`config.mk`:
```
export PLATFORM = sky130hd
export DESIGN_NAME = race_game_ctrl
export DESIGN_NICKNAME = d
export VERILOG_FILES = /design/src/rtl/race_game_ctrl.sv
export SDC_FILE = /design/constraint.sdc
export NUM_CORES = 1
export LEC_CHECK = 0
export BUFFER_PORTS_ARGS = -buffer_cell sky130_fd_sc_hd__buf_2
export CORE_MARGIN = 2
export CORE_UTILIZATION = 45
export DETAILED_ROUTE_END_ITERATION = 6
export PLACE_DENSITY = 0.72
export SLEW_MARGIN = 20
export SYNTH_ARGS = -nofsm -noshare
export SYNTH_HDL_FRONTEND = slang
export SYNTH_SLANG_ARGS = --single-unit
```
`constraint.sdc`:
```
create_clock -name clk -period 2.3 [get_ports clk]
set_input_delay 0.115 -clock clk [delete_from_list [all_inputs] [get_ports clk]]
set_output_delay 0.115 -clock clk [all_outputs]
set_load 0.02 [all_outputs]
```
`src/rtl/race_game_ctrl.sv`:
```
// race_game_ctrl: lives/score/crash FSM driving the movers, collision detector clear and the HUD.
// Optional RACE_HISCORE_EN adds a persistent hi_score output.
module race_game_ctrl #(
  parameter int LIVES        = 3,
  parameter int CRASH_FRAMES = 90,
  parameter int SCORE_FRAMES = 60,
  parameter int SCORE_W      = 16
) (
  input  logic               clk,
  input  logic               reset,
  input  logic               frame_tick,
  input  logic               start_btn,
  input  logic               collision,
  output logic               collision_clr,
  output logic               run_en,
  output logic [1:0]         state,
  output logic [2:0]         lives,
  output logic [SCORE_W-1:0] score,
  output logic               crash_flash,
`ifdef RACE_HISCORE_EN
  output logic [SCORE_W-1:0] hi_score,
`endif
  output logic               game_over
);
  localparam logic [1:0] IDLE = 2'd0, PLAY = 2'd1, CRASH = 2'd2, OVER = 2'd3;
  localparam int FW = SCORE_FRAMES > 1 ? $clog2(SCORE_FRAMES) : 1;
  localparam int CW = CRASH_FRAMES > 1 ? $clog2(CRASH_FRAMES) : 1;
  logic [1:0]         state_q, state_d;
  logic [2:0]         lives_q, lives_d;
  logic [SCORE_W-1:0] score_q, score_d;
  logic [FW-1:0]      frame_q, frame_d;
  logic [CW-1:0]      crash_q, crash_d, crash_inc;
  logic               flash_q, flash_d, start_prev_q, start_rise;
  logic               run_q, clr_q, over_q;
  assign start_rise = start_btn & ~start_prev_q;
  assign crash_inc  = crash_q + 1'b1;
  always_comb begin
    state_d = state_q;
    lives_d = lives_q;
    score_d = score_q;
    frame_d = frame_q;
    crash_d = crash_q;
    flash_d = flash_q;
    case (state_q)
      PLAY:
        if (collision) begin
          state_d = CRASH;
          lives_d = lives_q - {2'b00, |lives_q};
          crash_d = '0;
        end else if (frame_tick) begin
          frame_d = frame_q == FW'(SCORE_FRAMES - 1) ? '0 : frame_q + 1'b1;
          score_d = (frame_q == FW'(SCORE_FRAMES - 1) && !(&score_q)) ? score_q + 1'b1 : score_q;
        end
      CRASH:
        if (frame_tick) begin
          // the tick that finds the counter at its last value ends the freeze
          if (crash_q == CW'(CRASH_FRAMES - 1)) begin
            state_d = lives_q == 3'd0 ? OVER : PLAY;
            frame_d = '0;
            flash_d = 1'b0;
          end else begin
            crash_d = crash_inc;
            flash_d = |(crash_inc & CW'(8));
          end
        end
      default:
        if (start_rise) begin
          state_d = PLAY;
          lives_d = 3'(LIVES);
          score_d = '0;
          frame_d = '0;
        end
    endcase
  end
  always_ff @(posedge clk) begin
    if (reset) begin
      state_q      <= IDLE;
      lives_q      <= 3'(LIVES);
      score_q      <= '0;
      frame_q      <= '0;
      crash_q      <= '0;
      flash_q      <= 1'b0;
      start_prev_q <= 1'b0;
      run_q        <= 1'b0;
      clr_q        <= 1'b1;
      over_q       <= 1'b0;
    end else begin
      state_q      <= state_d;
      lives_q      <= lives_d;
      score_q      <= score_d;
      frame_q      <= frame_d;
      crash_q      <= crash_d;
      flash_q      <= flash_d;
      start_prev_q <= start_btn;
      run_q        <= state_d == PLAY;
      clr_q        <= state_d != PLAY;
      over_q       <= state_d == OVER;
    end
  end
`ifdef RACE_HISCORE_EN
  logic [SCORE_W-1:0] hi_q;
  always_ff @(posedge clk) begin
    if (reset) hi_q <= '0;
    else if (state_d == OVER && state_q != OVER && score_q > hi_q) hi_q <= score_q;
  end
  assign hi_score = hi_q;
`endif
  assign state         = state_q;
  assign lives         = lives_q;
  assign score         = score_q;
  assign crash_flash   = flash_q;
  assign run_en        = run_q;
  assign collision_clr = clr_q;
  assign game_over     = over_q;
endmodule

```
# After elaboration in Yosys (flattened, before gate mapping)

Cells that the tools add are included.

Bitwise logic cells: 3
Divide/modulo/power cells: 0
Add/subtract/negate cells: 4
Magnitude comparators: 0
Eq/ne operators: 14
Shifts and indexed selects: 0
Reduce and logical (&&, ||, !) cells: 13
Muxes and demuxes: 26
$mul: 0

Operators by type and width:

| cell                                                | number |
|---|---|
| two-way mux 16 bit                                  | 4 |
| two-way mux 6 bit                                   | 6 |
| case mux 16 bit (2 select lines)                    | 1 |
| two-way mux 7 bit                                   | 3 |
| adder 16 x 1 -> 16 bit, second input constant       | 1 |
| AND reduction 16 bit                                | 1 |
| != test 2 bit, second input constant                | 7 |
| case mux 7 bit (2 select lines)                     | 1 |
| case mux 6 bit (2 select lines)                     | 1 |
| two-way mux 2 bit                                   | 5 |
| AND reduction 5 bit                                 | 2 |
| adder 7 x 1 -> 7 bit, second input constant         | 1 |
| equality test 7 bit, second input constant          | 1 |
| adder 6 x 1 -> 6 bit, second input constant         | 1 |
| equality test 6 bit, second input constant          | 1 |
| two-way mux 3 bit                                   | 2 |
| case mux 3 bit (2 select lines)                     | 1 |
| equality test 2 x 1 -> 1 bit, second input constant | 2 |
| equality test 2 bit, second input constant          | 2 |
| case mux 2 bit (2 select lines)                     | 1 |
| AND reduction 4 bit                                 | 1 |
| nonzero test 2 bit                                  | 2 |
| zero test 3 bit                                     | 1 |
| AND reduction 3 bit                                 | 1 |
| other kinds (10)                                    | 11 |

Input bits: 5
Bits in latches: 0
Word-level logic and storage cells: 70
Memory bits (writable): 0
Bits in read-only memories: 0
Memories kept: 0
Output and inout bits: 25
Register bits: 39

# Longest topological paths before layout

Depth in word-level cells: 7
Mapped depth: 9
Gate-level depth less buffers: 7

# Worst setup path after synthesis

Ideal clock, no wire load.

Kind: reg-to-reg
Start point: register state_q[1], in the netlist state[1]
End point: register frame_q[2]
Arrival time: 2.048 ns
Library setup time: 0.070 ns
Data required time: 2.230 ns
Cell stages (with the launch flop): 9
Slack: 0.182 ns
Path buffers: 1
Clock period less this slack: 2.118 ns
Cell sequence: dfxtp_1 inv_1 ha_1 buf_4 nor4b_4 or2_2 nor2_2 or4b_1 a21oi_1

Cells in the longest elaborated chain, start to end: 3
Elaborated cells between the ends (all ways): 9
Classes of those cells: eq/ne (6); mux (1); reduce/logical (2)

RTL lines:

| item                                                                        | RTL line | source |
|---|---|---|
| start, declared                                                             | 28       | `logic [1:0] state_q, state_d;` |
| start signal, assigned                                                      | 88       | `state_q <= state_d;` |
| equality test 2 bit / equality test 2 x 1 -> 1 bit (equally long branches)  | 44       | `case (state_q)` |
| != test 2 bit (no source line) / nonzero test 3 bit (equally long branches) | --       |  |
| AND reduction 5 bit (no source line)                                        | --       |  |
| end signal, assigned                                                        | 91       | `frame_q <= frame_d;` |
| end, declared                                                               | 31       | `logic [FW-1:0] frame_q, frame_d;` |

Several ways; a longest one is shown, not always the timed one.
A chain may end at the register's enable or synchronous reset.

# Worst setup path in the final report

Start point: register state_q[0], in the netlist state[0]
End point: register frame_q[5]

The elaborated chain is that of the path after synthesis.

==> key figures <==
Job
  – # Max-Cap Violations: 0

Drt
  – Starting DRT DRC Count: 88
  – Final wirelength: 4.421 mm
  – Routed WL per cell: 13.20 um
  – Via-per-instance ratio: 5.573
  – Residual DRC count: 0
  – Final ANT Viol Nets: 0
  – DR pass1 iterations: 7
  – Vias: 1867

Cells and area
  – # diodes: 0
  – P&R area growth vs syn: 16.17%
  – Nets: 295
  – Share of layout cells above drive strength 1: 22.61%
  – Fin cells: 335
  – Fillers: 414

Critical path
  – CP Class: reg -> reg
  – Required @ worst endpoint: 2.52 ns
  – CP arrival: 2.31 ns
  – CP Capture Type: flip-flop
  – Crit path cell chain: inv_1, ha_2, nor4b_4, or2_2, o21ai_1, or4_1, a21oi_1
  – Worst path slowest cell: or4_1
  – Max stage delay on crit path: 0.49 ns
  – Worst Setup Start Kind: flip-flop
  – Max Fanout on Critical Path: 9

CTS
  – Num CTS Buffers: 5
  – Clk_lat worst skew: 0.29 ns
  – CTS Buffer Depth: 2
  – CTS H-Tree Depth: 2
  – Clk slew on worst S/H paths: 0.07 ns
  – Clock sink count: 39
  – CTS tree: built
  – Root Buffer: clkbuf_8

Placement
  – Place WS: 0.09391 ns
  – PortBufs: 29
  – Routability congestion estimate: 0.8509
  – Final HPWL DP: 3.244 mm
  – Placed cell count: 326

Synth
  – Syn Area/Cell: 8.551 um2
  – Mapped Cells: 247
  – Most frequent cell after synthesis: dfxtp_1
  – Post-Syn Area: 2112 um2
  – Flops & latches, synth: 39
  – Primary FF master, synth: dfxtp_1
  – Synth top area cells: dfxtp_1 (37%), ha_1 (4.7%), nor2_1 (4.4%)
  – Async set or reset register ratio after synthesis: 0%
  – Post-synth top area share: 36.97%
  – Area leader, netlist: dfxtp_1
  – Post-synthesis cell type count: 50
  – Sequential share of the synthesized area: 36.97%
  – Synth warn: 0
  – Post-synth EDFFs: 0
  – Syn nets: 260
  – Synth top cells by count: dfxtp_1 (39), nor2_1 (25), nand2_1 (24), a21oi_1 (17), o21ai_0 (14)

Timing
  – Slew HR: 63.69%
  – Fmax: 479.1 MHz
  – RSZ-0062 raised after global routing: no
  – Number of setup violations in the final report: 0
  – Worst-Margin Slew: 0.5435 ns
  – Tmin final: 2.087 ns
  – Setup TNS: 0 ns
  – Final-report max-slew violation count: 0
  – Fin crit share: 90.74%
  – Fin. Hold Viols: 0
  – Fin Clk Skew: 0.009494 ns
  – Min setup slack post-route: 0.2129 ns

Die
  – Initial Util: 47.52%
  – # IOs: 30
  – Die area: 5258 um2
  – Die Wd: 72.51 um
  – Overall die height: 72.51 um
  – CORE AREA: 4444 um2
  – Core Rows: 24

Global route
  – Number of global-route vias before repair: 1632
  – Overall routing resource usage: 17.90%
  – Final global-route overflow total: 0
  – Largest net degree at the start of global routing: 19
  – Initial antenna violation count: 0
  – First-pass GRT wire length: 7.403 mm

Pwr
  – PD cells: 569.9 nW/um2
  – Static leakage: 0.9339 nW
  – Total power: 1.398 mW
  – Peak supply drop: 0.3054 mV

Min path
  – Hold WC Path Type: in -> reg

Status
  – Outcome: complete, no violations
[area by class of cell]
| cell class | count | area (um2) | share of cell area (%) |
|---|---|---|---|
| Clock buffer | 8 | 100.1 | 4.080 |
| Inverter | 8 | 30.03 | 1.224 |
| Multi-Input combinational cell | 192 | 1280 | 52.17 |
| Sequential cell | 39 | 780.7 | 31.82 |
| Tap cell | 52 | 65.06 | 2.652 |
| Timing Repair Buffer | 36 | 197.7 | 8.057 |
[what timing repair did]
item / in CTS / in global routing
buffers inserted: 0 / 0
hold buffers: 0 / 0
setup endpoints to repair: 0 / 11
gates resized for setup: 0 / 4
[per-stage QoR]
step | hold slack (ns) | cell area (um2) | utilization, %
floorplan | 0.2432 | 2112 | -
global placement | 0.3847 | 2333 | 52.51
detailed placement | 0.3795 | 2333 | 52.51
CTS | 0.09325 | 2434 | 54.76
global route | 0.09940 | 2454 | 55.21
finish | 0.1133 | 2454 | 55.21
[cell usage in the layout, fill, tap and decap left out, drive strengths merged, types with 2 or more instances in the layout]
master   synthesis  final
nor2            26     26
nand3b           2      2
or4              5      5
xor2             6      6
mux2i            3      3
or2              4      4
o211ai           2      2
and2             3      3
inv              8      8
a2111oi          2      2
xnor2            5      5
o21ai           15     15
a31oi            4      4
a31o             2      2
or3              6      6
and4bb           2      2
nand2           24     24
nor4b            2      2
nand2b           4      4
nor2b            6      6
dfxtp           39     39
and4             2      2
buf              5     36
nand3           11     11
nor3             4      4
a211oi           2      3
and3             2      2
ha               8      8
a21oi           17     17
o31ai            2      2
nand4            9      9
clkbuf           4      8
[power by group]
part	internal, mW	switching, mW
Clock	0.274	0.229
Combinational	0.0740	0.118
Sequential	0.690	0.0141
[state kept, by name, summed over array words and instances (netlist names)]
register and count:
score 16, crash_q 7, frame_q 6, lives 3
state 2, collision_clr 1, crash_flash 1, game_over 1
run_en 1, start_prev_q 1
[final timing paths]
path | endpoint | slack, ns | startpoint | cells past startpoint
worst max-delay path | frame_q[5] | 0.21 | state[0] | 7
worst min-delay path | start_prev_q | 0.11 | start_btn | 2
worst max register to register | frame_q[5] | 0.21 | state[0] | 7
worst min register to register | crash_flash | 0.46 | crash_flash | 2
[metal layers]
metal / vias up / wire length, um / global-route usage, %
li1: 970 / - / -
met1: 846 / 2269 / 25.47
met2: 45 / 1858 / 25.89
met3: 6 / 222 / 4.722
met4: 0 / 71 / 6.790
met5: - / 0 / 0
[worst max-delay path, delay by kind of cell (launching register included)]
family | cells | cell delay, ns
AOI/OAI and AO/OA | 2 | 0.26
adders and majority gates | 1 | 0.25
buffers and inverters | 1 | 0.06
DFF | 1 | 0.39
and+or+nand+nor | 3 | 1.06
[cell families after synthesis]
group,share of synthesized area [%]
and+or+nand+nor,32.11
AOI/OAI and AO/OA,16.82
DFF,36.97
buffers and inverters,3.376
xor gates and xnor gates,4.561
adders and majority gates,4.740
muxes,1.422
Note: power is estimated with default switching activity, not from simulation.
